<file path="src/rtl/doraemon_pkg.sv">
// rtl/doraemon_pkg.sv - shared widths, record type and FSM states for the doraemon feeder
package doraemon_pkg;

    localparam int ID_W          = 5;
    localparam int SCORE_W       = 8;
    localparam int WGT_W         = 3;
    localparam int TOTAL_DEFAULT = 6000;

    typedef struct packed {
        logic [ID_W-1:0]    id;
        logic [SCORE_W-1:0] size;
        logic [SCORE_W-1:0] iq;
        logic [SCORE_W-1:0] eq;
        logic [WGT_W-1:0]   sw;
        logic [WGT_W-1:0]   iw;
        logic [WGT_W-1:0]   ew;
    } record_t;

    localparam int REC_W = $bits(record_t);

    typedef enum logic [1:0] {
        IDLE  = 2'd0,
        ISSUE = 2'd1,
        DONE  = 2'd2
    } state_t;

endpackage

</file>
<file path="src/rtl/doraemon_feeder_fifo.sv">
// rtl/doraemon_feeder_fifo.sv - source-side record FIFO (DEPTH x 38, power-of-two depth)
module feeder_fifo
    import doraemon_pkg::*;
#(
    parameter int DEPTH = 4
) (
    input  logic             clk,
    input  logic             rst_n,
    input  logic             push,
    input  logic             pop,
    input  logic [REC_W-1:0] wdata,
    output logic [REC_W-1:0] rdata,
    output logic             full,
    output logic             empty
);

    localparam int AW = $clog2(DEPTH);

    logic [REC_W-1:0] mem_q [DEPTH];
    logic [AW-1:0]    wr_ptr_q, wr_ptr_d;
    logic [AW-1:0]    rd_ptr_q, rd_ptr_d;
    logic [AW:0]      count_q, count_d;
    logic             do_push, do_pop;

    assign full    = (count_q == (AW+1)'(DEPTH));
    assign empty   = (count_q == '0);
    assign do_push = push && !full;
    assign do_pop  = pop && !empty;
    assign rdata   = mem_q[rd_ptr_q];

    // Pointers wrap naturally because DEPTH is a power of two.
    always_comb begin
        wr_ptr_d = wr_ptr_q;
        rd_ptr_d = rd_ptr_q;
        count_d  = count_q;
        if (do_push) begin
            wr_ptr_d = wr_ptr_q + AW'(1);
        end
        if (do_pop) begin
            rd_ptr_d = rd_ptr_q + AW'(1);
        end
        if (do_push && !do_pop) begin
            count_d = count_q + (AW+1)'(1);
        end else if (do_pop && !do_push) begin
            count_d = count_q - (AW+1)'(1);
        end
    end

    always_ff @(posedge clk) begin
        if (!rst_n) begin
            wr_ptr_q <= '0;
            rd_ptr_q <= '0;
            count_q  <= '0;
        end else begin
            wr_ptr_q <= wr_ptr_d;
            rd_ptr_q <= rd_ptr_d;
            count_q  <= count_d;
        end
    end

    always_ff @(posedge clk) begin
        if (do_push) begin
            mem_q[wr_ptr_q] <= wdata;
        end
    end

endmodule

</file>
<file path="src/rtl/doraemon_feeder.sv">
// rtl/doraemon_feeder.sv - issues buffered candidate records as single-cycle in_valid pulses
module doraemon_feeder
    import doraemon_pkg::*;
#(
    parameter int DEPTH = 4,
    parameter int TOTAL = TOTAL_DEFAULT,
    parameter int CW    = 13
) (
    input  logic               clk,
    input  logic               rst_n,
    input  logic               src_valid,
    output logic               src_ready,
    input  logic [ID_W-1:0]    src_id,
    input  logic [SCORE_W-1:0] src_size,
    input  logic [SCORE_W-1:0] src_iq,
    input  logic [SCORE_W-1:0] src_eq,
    input  logic [WGT_W-1:0]   src_sw,
    input  logic [WGT_W-1:0]   src_iw,
    input  logic [WGT_W-1:0]   src_ew,
    input  logic               ready,
    output logic               in_valid,
    output logic [ID_W-1:0]    doraemon_id,
    output logic [SCORE_W-1:0] size,
    output logic [SCORE_W-1:0] iq_score,
    output logic [SCORE_W-1:0] eq_score,
    output logic [WGT_W-1:0]   size_weight,
    output logic [WGT_W-1:0]   iq_weight,
    output logic [WGT_W-1:0]   eq_weight,
    output logic [CW-1:0]      sent_cnt,
    output logic               done
);

    localparam logic [CW-1:0] TOTAL_C = CW'(TOTAL);

    record_t         src_rec, head;
    record_t         rec_q, rec_d;
    state_t          state_q, state_d;
    logic            in_valid_q, in_valid_d;
    logic            done_q, done_d;
    logic [CW-1:0]   sent_cnt_q, sent_cnt_d;
    logic            fifo_full, fifo_empty, push, pop;

    assign src_rec   = '{id: src_id, size: src_size, iq: src_iq, eq: src_eq,
                         sw: src_sw, iw: src_iw, ew: src_ew};
    assign src_ready = !fifo_full && !done_q;
    assign push      = src_valid && src_ready;

    feeder_fifo #(.DEPTH(DEPTH)) u_fifo (
        .clk   (clk),
        .rst_n (rst_n),
        .push  (push),
        .pop   (pop),
        .wdata (src_rec),
        .rdata (head),
        .full  (fifo_full),
        .empty (fifo_empty)
    );

    // rec_d defaults to zero so the data outputs are 0 whenever in_valid is low.
    always_comb begin
        state_d    = state_q;
        rec_d      = '0;
        in_valid_d = 1'b0;
        sent_cnt_d = sent_cnt_q;
        pop        = 1'b0;
        case (state_q)
            IDLE: begin
                if (sent_cnt_q == TOTAL_C) begin
                    state_d = DONE;
                end else if (ready && !fifo_empty) begin
                    rec_d      = head;
                    in_valid_d = 1'b1;
                    pop        = 1'b1;
                    state_d    = ISSUE;
                end
            end
            ISSUE: begin
                state_d = IDLE;
                if (sent_cnt_q != TOTAL_C) begin
                    sent_cnt_d = sent_cnt_q + CW'(1);
                end
            end
            DONE:    state_d = DONE;
            default: state_d = IDLE;
        endcase
        // done rises with the count so it is visible the cycle after the last ISSUE.
        done_d = done_q || (sent_cnt_d == TOTAL_C);
    end

    always_ff @(posedge clk) begin
        if (!rst_n) begin
            state_q    <= IDLE;
            rec_q      <= '0;
            in_valid_q <= 1'b0;
            sent_cnt_q <= '0;
            done_q     <= 1'b0;
        end else begin
            state_q    <= state_d;
            rec_q      <= rec_d;
            in_valid_q <= in_valid_d;
            sent_cnt_q <= sent_cnt_d;
            done_q     <= done_d;
        end
    end

    assign in_valid    = in_valid_q;
    assign doraemon_id = rec_q.id;
    assign size        = rec_q.size;
    assign iq_score    = rec_q.iq;
    assign eq_score    = rec_q.eq;
    assign size_weight = rec_q.sw;
    assign iq_weight   = rec_q.iw;
    assign eq_weight   = rec_q.ew;
    assign sent_cnt    = sent_cnt_q;
    assign done        = done_q;

endmodule

</file>
<file path="config.mk">
export PLATFORM = sky130hd
export DESIGN_NAME = doraemon_feeder
export DESIGN_NICKNAME = d
export VERILOG_FILES = /design/src/rtl/doraemon_pkg.sv /design/src/rtl/doraemon_feeder_fifo.sv /design/src/rtl/doraemon_feeder.sv
export SDC_FILE = /design/constraint.sdc
export NUM_CORES = 1
export LEC_CHECK = 0
export ABC_AREA = 1
export CAP_MARGIN = 10
export CORE_MARGIN = 2
export CORE_UTILIZATION = 60
export CTS_BUF_LIST = sky130_fd_sc_hd__clkbuf_4 sky130_fd_sc_hd__clkbuf_8
export CTS_CLUSTER_SIZE = 10
export DETAILED_ROUTE_END_ITERATION = 10
export PLACE_DENSITY = 0.85
export SETUP_SLACK_MARGIN = 0.5
export SYNTH_ARGS = -nofsm -noshare
export SYNTH_HDL_FRONTEND = slang
export SYNTH_SLANG_ARGS = --single-unit
</file>
<file path="constraint.sdc">
create_clock -name clk -period 5.6 [get_ports clk]
set_clock_uncertainty 0.15 [all_clocks]
set_input_delay 1.12 -clock clk [delete_from_list [all_inputs] [get_ports clk]]
set_output_delay 1.12 -clock clk [all_outputs]
set_load 0.01 [all_outputs]
</file>
==> results.txt, run 1 <==
* Count of standard-cell rows: 42
- Among all cell types in the netlist, the one instantiated most often is nor2_1.
- Detailed routing placed a total of 1200 µm of wire on met3.
- Buffers placed on the I/O ports in this run total 95.
- The post-route netlist has around 14% of its cells at a drive strength greater than 1.
- The worst register-to-register path begins at u_fifo.count_q[0].
- The clock passes through at most 3 buffers.
- The first TritonRoute pass finished after 5 iterations.
- Register area share after synthesis: between 70% and 80%
* Number of instances in the synthesized netlist: 696
- The worst pin sits at a relative slew slack of a little over a fifth.
- Data on the critical path arrives at its endpoint at around 1800 ps.
* Total of cells resized after clock tree synthesis: 0
- The floorplan step set the die width to roughly 120 µm.
* Sum of overflow across all layers after global routing: 0
- Number of H-tree levels: 2
- Pwr per Cell Area: between 400 and 500 nW/µm²
* Area of the mapped netlist: 8160 µm²
* Hold Vio Cnt, Final: 0
- Diode count: 0
- Met2 wirelength from detailed routing: roughly 8600 µm
* Critical Path Start: u_fifo.count_q[0]
- Using the TritonRoute via totals, the vias-per-cell ratio works out to 5.53.
- Post-layout net count: 850
* Final WL: between 15,000 and 20,000 µm
* First-iteration detailed-routing DRC count: between 400 and 500
- In the final routing, the length of wire on met1 measures 6890 µm.
* Kind of start point of the critical path: flip-flop
- Summing over every cut layer, the via total after detailed routing is 5,533.
* Height of the die: 121 µm
* Buffer count from post-CTS setup fixing: 0
- Hold bufs inserted after CTS: 0
- Relative to the synthesized area, the layout overhead comes to 22.1%.
- Dividing the final minimum period by the clock period gives 54.0%.
* Setup violators final: 0
- Clock root cell: clkbuf_8
- Summed over all nets, the half-perimeter wirelength after detailed placement is between 10,000 and 15,000 µm.
- Counting flops with an async set or reset pin after synthesis yields a share of 0%.
- WL per Instance: around 17 µm
* Leading register cell type out of synthesis: edfxtp_1
- Maximum number of pins on one net before global-route repair: 79
* Via count of the first global-routing pass: 5,586
- Setup repair after global routing left no endpoint under its margin.
- Worst hold start: state_q[0]
- Routability-driven placement finished with a final weighted congestion of 0.880.
* Most area-hungry cell type in the Yosys netlist: edfxtp_1
- Post-detailed-route DRC marker count: 0
* CTS Buf Count: 35
- STA classifies the critical path endpoint as an output port.
- Pins Over Slew Limit: 0
- Once detail routing completed, the nets flagged for antenna violations numbered 0.
* Top area cells in the synthesized netlist: edfxtp_1 56%, dfxtp_1 15%, nor2_1 8.4%
- Of the post-synthesis cell area, the dominant cell type holds 55.9%.
* First-pass GRT wire length: between 20,000 and 30,000 µm
- The die covers about 15,000 µm².
- WS Path Type: flip-flop to output port
- Yosys printed 0 warnings.
* Required time at the worst-slack endpoint: approximately 4300 ps
- In this run the worst hold path is classified as flip-flop to flip-flop.
* Upper clock frequency limit: around 330 MHz
- Crit path max fanout: 3
* Core area: around 13,000 µm²
* Maximum Capacitance Violations: 0
- Post-synth net total: approximately 750
- Summed negative setup slack over all endpoints: 0 ps
* Distinct cells, synth: 32
- In the global route stage, overall resource usage came out at about a quarter.
- 96 I/O pins were placed.
* TritonCTS clock tree: yes
- Overall power consumption after layout is estimated at 4180 µW.
- Clock slew seen by the registers of the worst setup and hold paths: 60 ps
- Max Used Layer: met4
- The number of antenna violations at the first check in global routing came to 0.
- Least-Margin Pin Slew: 1170 ps
- Post-synth EDFFs: about 150
- TritonCTS sink count: about 210
- The analysis attributes to cell leakage a power of roughly 0.0035 µW.
- At the later pin of the worst-skew pair, clock insertion delay measures approximately 500 ps.
- Counting I/O delays and the setup requirement, the final critical path takes 3020 ps.
* Post-synthesis area per instance: ~12 µm²
- Synthesis-stage register bit count: about 210
- By count the netlist is led by 183 x nor2_1, 152 x edfxtp_1, 80 x o21ai_0.
- The worst-case IR drop observed on VDD is 0.296 mV.
- Starting density of the core: around three fifths
* Outcome: finished, final reports clean
-- area by class of cell --
type	count	area (µm²)
repair buffers	98	998
inverters	37	139
well taps	176	220
fillers	830	3280
flip-flops and latches	214	5810
clock inverters	6	30.0
clock buffers	56	683
multi-input cells	414	2090
-- final timing paths --
path | end | slack, ps | cells after the start
setup / recovery | src_ready | 2580 | 3
hold / removal | state_q[1] | 360 | 1
setup reg to reg | u_fifo.mem_q[0][9] | 3000 | 4
hold reg to reg | state_q[1] | 360 | 1
-- layer usage --
layer  vias to the layer above  track usage, %
met5                         -               0
met4                         0            10.0
met3                        41            4.91
met2                       246            39.7
met1                      2660            29.5
li1                       2586               -
-- where the power goes --
part           internal [µW]  switching [µW]  total (µW)
Combinational            304             536         841
Sequential              1900            91.3        1990
Clock                    773             570        1340
-- stage by stage --
step	setup WS [ps]	cells	area (µm²)	utilization [%]	hold WS [ps]
floorplan	2110	696	8160	-	326
global placement	2150	937	9210	69.6	349
detailed placement	2100	937	9210	69.6	356
CTS	2550	999	9930	75.0	366
global route	2450	1001	9970	75.3	394
finish	2580	1001	9970	75.3	363
-- worst max-delay path, stage by stage (launching register included) --
cell and delay (ps):
dfxtp_1 400, inv_1 90, a31oi_1 200, clkdlybuf4s50_1 580
-- state kept, by name (all words and copies together), names as in the netlist --
signal	count
done	1
state_q	2
u_fifo.count_q	3
u_fifo.rd_ptr_q	2
iq_weight	3
u_fifo.mem_q	152
size	8
iq_score	8
doraemon_id	5
in_valid	1
eq_score	8
u_fifo.wr_ptr_q	2
size_weight	3
eq_weight	3
sent_cnt	13
-- placed cells by master (no fill, tap or decap), types with 10 or more instances in the layout --
master and count:
nor2_1 179, edfxtp_1 152, clkdlybuf4s50_1 95, o21ai_0 80, dfxtp_1 60, nand2_1 43
clkbuf_8 42, a21oi_1 30, inv_1 28, a21oi_2 20, clkbuf_4 14, nand3_1 10
-- cells by family after synthesis --
kind of cell | share of synthesized area (%)
AND/OR/NAND/NOR | 13.8
flip-flops | 71.2
AO/OA/AOI/OAI | 9.52
buffers and inverters | 3.63
adder cells (fa/ha/maj) | 1.32
XOR/XNOR | 0.537
Note: power is estimated with default switching activity, not from simulation.
==> inputs of run 2 (changes only) <==
Settings changed: CORE_UTILIZATION 60 to 58, PLACE_DENSITY 0.85 to 0.82.
Clock period 5.6 ns to 3.12 ns, I/O delays scaled along.
==> run 2 against run 1 <==
Net effect:
- final area up 0.38%
- power up 77%
- worst setup slack worse by 1900 ps
- clock-buffer cell count down 12
- highest routed layer unchanged
==> results.txt, run 2 (same netlist as run 1, synthesis figures left out) <==
* Register with the most flip-flops: u_fifo.mem_q
- Data on the critical path arrives at its endpoint at 2740 ps.
- Depth of the worst register-to-register path: 13
- The worst setup path is of the flip-flop to flip-flop kind.
- Kind of start point of the critical path: flip-flop
- Via count of the first global-routing pass: 5,410
- X dimension of the die: around 120 µm
- The first routing iteration left 522 violations.
* Number of detailed-routing iterations run before antenna repair: 5
- Crit path max fanout: 6
- Sum of net half-perimeters after detailed placement: ~9600 µm
- CTS built an H-tree with a depth of 1.
* Clock slew seen by the registers of the worst setup and hold paths: roughly 60 ps
- NetSw: about 2100 µW
* Finished Core Util: between 70% and 80%
- Worst Slack Setup Final: 645 ps
- Setup repair after global routing left no endpoint under its margin.
- Sum of overflow across all layers after global routing: 0
* Tightest Hold Check Type: flip-flop to flip-flop
- ANT nets after route: 0
- Pins Over Slew Limit: 0
- The core region is between 10,000 and 15,000 µm².
- Maximum Capacitance Violations: 0
- For the worst setup path, the data required time is between 3000 and 4000 ps.
- For this block, the routed nets add up to between 15,000 and 20,000 µm of wire.
- Initial antenna violation count: 0
- Post-detailed-route DRC marker count: 0
* TritonCTS sink count: between 200 and 250
* Worst setup slack before clock tree synthesis: roughly 380 ps
- Switching share of power: 28.6%
* Post-layout net count: around 860
- Worst path slowest cell: dfxtp_1
- In the layout the commonest cells are 179 x nor2_1, 152 x edfxtp_1, 94 x clkdlybuf4s50_1, 80 x o21ai_0, 60 x dfxtp_1.
* Part of the cycle the worst path needs: 79.3%
* Commonest non-fill, non-tap cell in the layout: nor2_1
* Layout overhead on the synthesized area: 22.6%
* Placer congestion estimate: between 0.8 and 0.9
- For this run, the slowest stage of the critical path takes about 370 ps.
- For this run, the total global-route usage over all layers was measured as about 22%.
* Endpoint of the worst-slack reg-to-reg timing path: u_fifo.count_q[2]
- Final cell count without fillers: a little over 1,000
* Register-to-Register Setup Slack: 640 ps
- Across all layers, the routed design uses around 5,500 vias.
* Gate family responsible for the most delay along the worst path: adder cells
- I/O pin count: 96
- Insertion delay of the later-clocked pin in the worst-skew pair: ~540 ps
- TritonCTS built the clock tree.
- The count of buffers added on input and output ports is 95.
- Entering global routing, the biggest net connects between 70 and 80 pins.
- In this run the vertical extent of the chip is about 120 µm.
- In this run, the combinational gates consume about a fifth of the power.
- Clock root cell: clkbuf_8
* Worst hold start: u_fifo.count_q[2]
* Worst max-slew margin expressed relative to the limit: between 20% and 30%
- Row generation in the floorplan step produced 43 rows.
- Upper clock frequency limit: 404 MHz
- Worst setup EP type: flip-flop
- Using the TritonRoute via totals, the vias-per-cell ratio works out to approximately 5.4.
- The initial utilization of the core area, before any placement, comes to between 50% and 60%.
- The flow ran to the end, and the final reports show no timing, DRC or antenna violations.
- Worst IR drop on VDD: between 0.5 and 0.6 mV
* Largest register FFs: 152
* Diode count: 0
- Internal power component: 5280 µW
* Die ar.: roughly 15,000 µm²
- First-pass GRT wire length: roughly 26,000 µm
- Per report_power, the sequential group accounts for 47.8% of the total.
- For this design the ratio of total power to cell area is about 740 nW/µm².
* CTS Buf Count: 31
* Least-Margin Pin Slew: ~1200 ps
* Cell breakdown of the critical path: inv_1, ha_1, nand2_1, nor2_2, nand3_4, nand3_4, ha_1, inv_1, fa_1, a21oi_1, o21ai_0, o21ai_0, a21oi_1
* Crit Reg-Reg Startpoint: sent_cnt[0]
- Maximum clock insertion buffer count: 3
- Worst-case hold slack: 364 ps
- Hold bufs inserted after CTS: 0
- WL per Instance: around 16 µm
- Time the final worst path needs with I/O delays and setup: between 2000 and 2500 ps
- The final number of hold-violating endpoints was 0.
- Setup violations remaining at the end of the flow were counted as 0.
- Part of the power in the clock network: a little under a third
- The analysis attributes to cell leakage a power of 0.00355 µW.
- Share of final-layout standard cells stronger than drive strength 1: 15.0%
- The layout has 900 filler cells.
- Terminating pin of the worst hold path: u_fifo.count_q[2]
- Including well taps, the total number of placed cells is between 900 and 1,000.
- The critical path contains buffers and inverters numbering 2 combined.
- Hold path cells: 2
==> run 2: changes by cell type in the layout (fill, tap and decap cells not counted) <==
cell             delta
dlymetal6s2s_1      +1
bufinv_16           +2
clkbuf_4            -5
clkinv_2            +6
buf_4              +10
clkinvlp_4          +1
clkdlybuf4s50_1     -1
inv_6               -1
clkbuf_8            -7
==> run 2: worst register-to-register path, delay by kind of cell, from the launching register on <==
family | cells | cell delay (ps)
AND/OR/NAND/NOR | 4 | 490
flip-flops | 1 | 370
adder cells (fa/ha/maj) | 3 | 710
buffers and inverters | 2 | 180
AO/OA/AOI/OAI | 4 | 470
==> run 2: what timing repair did <==
action	in CTS	in global routing
buffers inserted	0	1
endpoints found under the setup margin	0	2
resized for setup	0	1
==> run 2: layer usage <==
metal,share of wire (%),global-route usage (%)
met1,40,27.7
met2,51,38.3
met3,6.3,4.09
met4,2.2,7.69
met5,0,0
==> run 2: worst max-delay path by stage <==
| stage | depth (start not counted) | slack, ps | startpoint | to |
|---|---|---|---|---|
| after floorplan | 4 | -50 | u_fifo.count_q[1] | u_fifo.mem_q[0][0] |
| after global placement | 9 | 490 | ready | u_fifo.count_q[1] |
| after detailed placement | 9 | 380 | ready | u_fifo.count_q[1] |
| after CTS | 3 | 550 | u_fifo.count_q[0] | src_ready |
| after global routing | 13 | 500 | sent_cnt[0] | u_fifo.count_q[2] |
| final | 13 | 640 | sent_cnt[0] | u_fifo.count_q[2] |
==> run 2: area by class of cell <==
class                           count  area, µm²  share of cell area [%]
Clock buffer                       44        549                    5.49
Multi-Input combinational cell    414       2090                    20.9
Inverter                           37        139                    1.39
Clock inverter                     14        119                    1.19
Timing Repair Buffer              108       1080                    10.8
Tap cell                          180        225                    2.25
Sequential cell                   214       5810                    58.1
==> run 2: through the flow <==
step / total power, µW / TNS [ps] / cell area (µm²)
after floorplan: 4560 / -7960 / 8160
after global placement: 5070 / 0 / 9330
after CTS: 7450 / 0 / 9990
after global routing: 7760 / 0 / 10000
after detailed placement: 5160 / 0 / 9330
final: 7400 / 0 / 10000
==> run 2: power groups by stage <==
stage	combinational, µW	clock, µW	sequential [µW]
4_1_cts	1570	2340	3540
3_5_place_dp	1560	0	3600
3_3_place_gp	1490	0	3580
6_report	1560	2300	3540
5_1_grt	1740	2460	3570
2_1_floorplan	933	0	3620
==> inputs of run 3 (changes only) <==
Settings changed: CORE_UTILIZATION 58 to 52, PLACE_DENSITY 0.82 to 0.78.
Clock period 3.12 ns to 2.1 ns, I/O delays scaled along.
==> run 3 against run 2 <==
Net effect:
- sequential share of layout area is 6.1 points lower
- global-route usage is 1.4 points higher
- maximum frequency is 22% higher
- final area is 13% higher
- worst setup slack worse by 570 ps
- critical path type unchanged
- largest power group unchanged
- flip-flop and latch count stayed put
- critical path depth stayed put
- sequential power is 49% higher
==> results.txt, run 3 (same netlist as run 1, synthesis figures left out) <==
* LEAKAGE: between 0.004 and 0.005 µW
- Outcome: finished, final reports clean
- The clock tree synthesis step divided the H-tree into 2 levels.
* Least-Margin Pin Slew: 611 ps
* Via count of the first global-routing pass: between 5,000 and 6,000
- WS Path Type: flip-flop to flip-flop
- I/O pin count: 96
* First-pass GRT wire length: about 30,000 µm
- After detailed placement, the total cell area comes to approximately 9700 µm².
- The sequential cells in the finished layout cover a total of about 5900 µm².
- Maximum Capacitance Violations: 0
* Data arrival time at the worst-slack endpoint: 2300 ps
- Total area of multi-input combinational cells: ~2200 µm²
* Gate family responsible for the most delay along the worst path: adder cells
- After layout, the design draws a total of ~12,000 µW.
* Register with the most flip-flops: u_fifo.mem_q
- Sum of net half-perimeters after detailed placement: about 11,000 µm
* Initial antenna violation count: 0
* Largest register FFs: between 150 and 200
- Across the VDD grid, the largest voltage drop is 0.724 mV.
* Core area: between 15,000 and 20,000 µm²
- Dividing total power by cell area gives a power density of 1080 nW/µm².
- The first routing iteration left 448 violations.
- Die ar.: around 17,000 µm²
- Total routing usage reported by global routing: 23.4%
- Once the floorplan was initialized, standard cells occupied a little over half of the core.
- The first detailed-routing pass ran for 5 iterations.
- DP Cell Count: about 1,000
- In this design, the stage delay of the slowest critical-path cell is ~350 ps.
- Post-detailed-route DRC marker count: 0
- In the final layout, the share of cells above drive strength 1 is 34.5%.
- The min-delay analysis places its worst path in the category flip-flop to flip-flop.
* TritonCTS clock tree: yes
- Of the available clock period, the critical path in the final layout requires between 90% and 100%.
- Buffers inserted during clock tree synthesis total 35.
- ANT nets after route: 0
- Cell breakdown of the critical path: inv_4, ha_4, nand2_4, nor2_4, nand3_4, nand3_4, ha_4, inv_2, fa_2, a21oi_2, o21ai_1, o21ai_1, a21oi_1
* Combined buffer and inverter count along the critical path: 2
- The worst pin sits at a relative slew slack of between 50% and 60%.
- Worst path slowest cell: dfxtp_4
- The routed layout has 5,943 vias.
* Via density per instance: 5.28
- Cells fill about three quarters of the core in the end.
- Relative to the synthesized area, the layout overhead comes to 38.2%.
- WL per Instance: approximately 18 µm
- From left edge to right edge, the die measures ~130 µm.
- Derived from the worst setup path, the maximum achievable clock frequency is a little under 500 MHz.
* Required time at the worst-slack endpoint: around 2400 ps
- Count of standard-cell rows: 45
* Crit path max fanout: 2
- Final cell count without fillers: ~1,100
- Final hold analysis gives a worst-case slack of 341 ps.
- TritonCTS sink count: 214
* Top library cells by usage in the layout, fill and taps aside: 174 x nor2_1, 152 x edfxtp_1, 76 x o21ai_0, 41 x clkdlybuf4s50_1, 39 x buf_2
* Final WL: slightly above 20,000 µm
* Clock root cell: clkbuf_8
- At the end of the flow, the number of nets in the layout was 938.
- Worst setup EP type: flip-flop
* Kind of start point of the critical path: flip-flop
- The filler cells instantiated in the layout total approximately 940.
- Maximum number of pins on one net before global-route repair: 55
- The repair_antennas step left the layout with diodes totalling 0.
- Hold Vio Cnt, Final: 0
- Setup repair after global routing could not meet its margin everywhere.
- The die is roughly 130 µm tall.
- Pins Over Slew Limit: 0
- Sum of overflow across all layers after global routing: 0
* Insertion delay of the later-clocked pin in the worst-skew pair: 540 ps
* Time the final worst path needs with I/O delays and setup: 2030 ps
* Clock slew seen by the registers of the worst setup and hold paths: around 60 ps
- IO Port Bufs: 95
* Commonest non-fill, non-tap cell in the layout: nor2_1
- Placer congestion estimate: ~0.87
- Setup violators final: 0
- Design Area, Final: roughly 11,000 µm²
* Maximum clock insertion buffer count: 3
[run 3: metrics by stage]
stage	setup TNS [ps]	setup slack, ps
final	0	71.9
after detailed placement	-491	-267
after global routing	-38.9	-19.5
after floorplan	0	34.9
after global placement	-302	-214
after CTS	0	87.0
[run 3: worst paths after layout]
check	start	to	slack, ps	cells past startpoint
hold reg to reg	state_q[0]	state_q[1]	340	1
hold / removal	state_q[0]	state_q[1]	340	1
setup reg to reg	sent_cnt[1]	u_fifo.count_q[2]	70	13
setup / recovery	sent_cnt[1]	u_fifo.count_q[2]	70	13
[run 3: what timing repair did]
action	CTS	global route
hold buffers	0	0
gates resized for setup	276	45
setup buffers	30	15
cloned	8	8
endpoints found under the setup margin	249	215
pin swaps	16	25
[run 3: report_power, final]
group          internal (µW)  switching (µW)
Sequential              5090             200
Combinational           1510            1850
Clock                   1870            1650
[run 3: layout make-up]
class | count | share of cell area, %
Clock buffer | 43 | 4.86
Multi-Input combinational cell | 414 | 19.9
Timing Repair Buffer | 186 | 18.3
Tap cell | 211 | 2.34
Sequential cell | 214 | 52.0
Inverter | 37 | 1.32
Clock inverter | 21 | 1.21
[run 3: layer usage]
layer  track usage, %  up-vias  wire (µm)
li1                 -     2780          -
met1             27.6     2871       7860
met2             41.2      234      10800
met3             4.75       58       1310
met4             11.0        0        637
met5                0        -          0
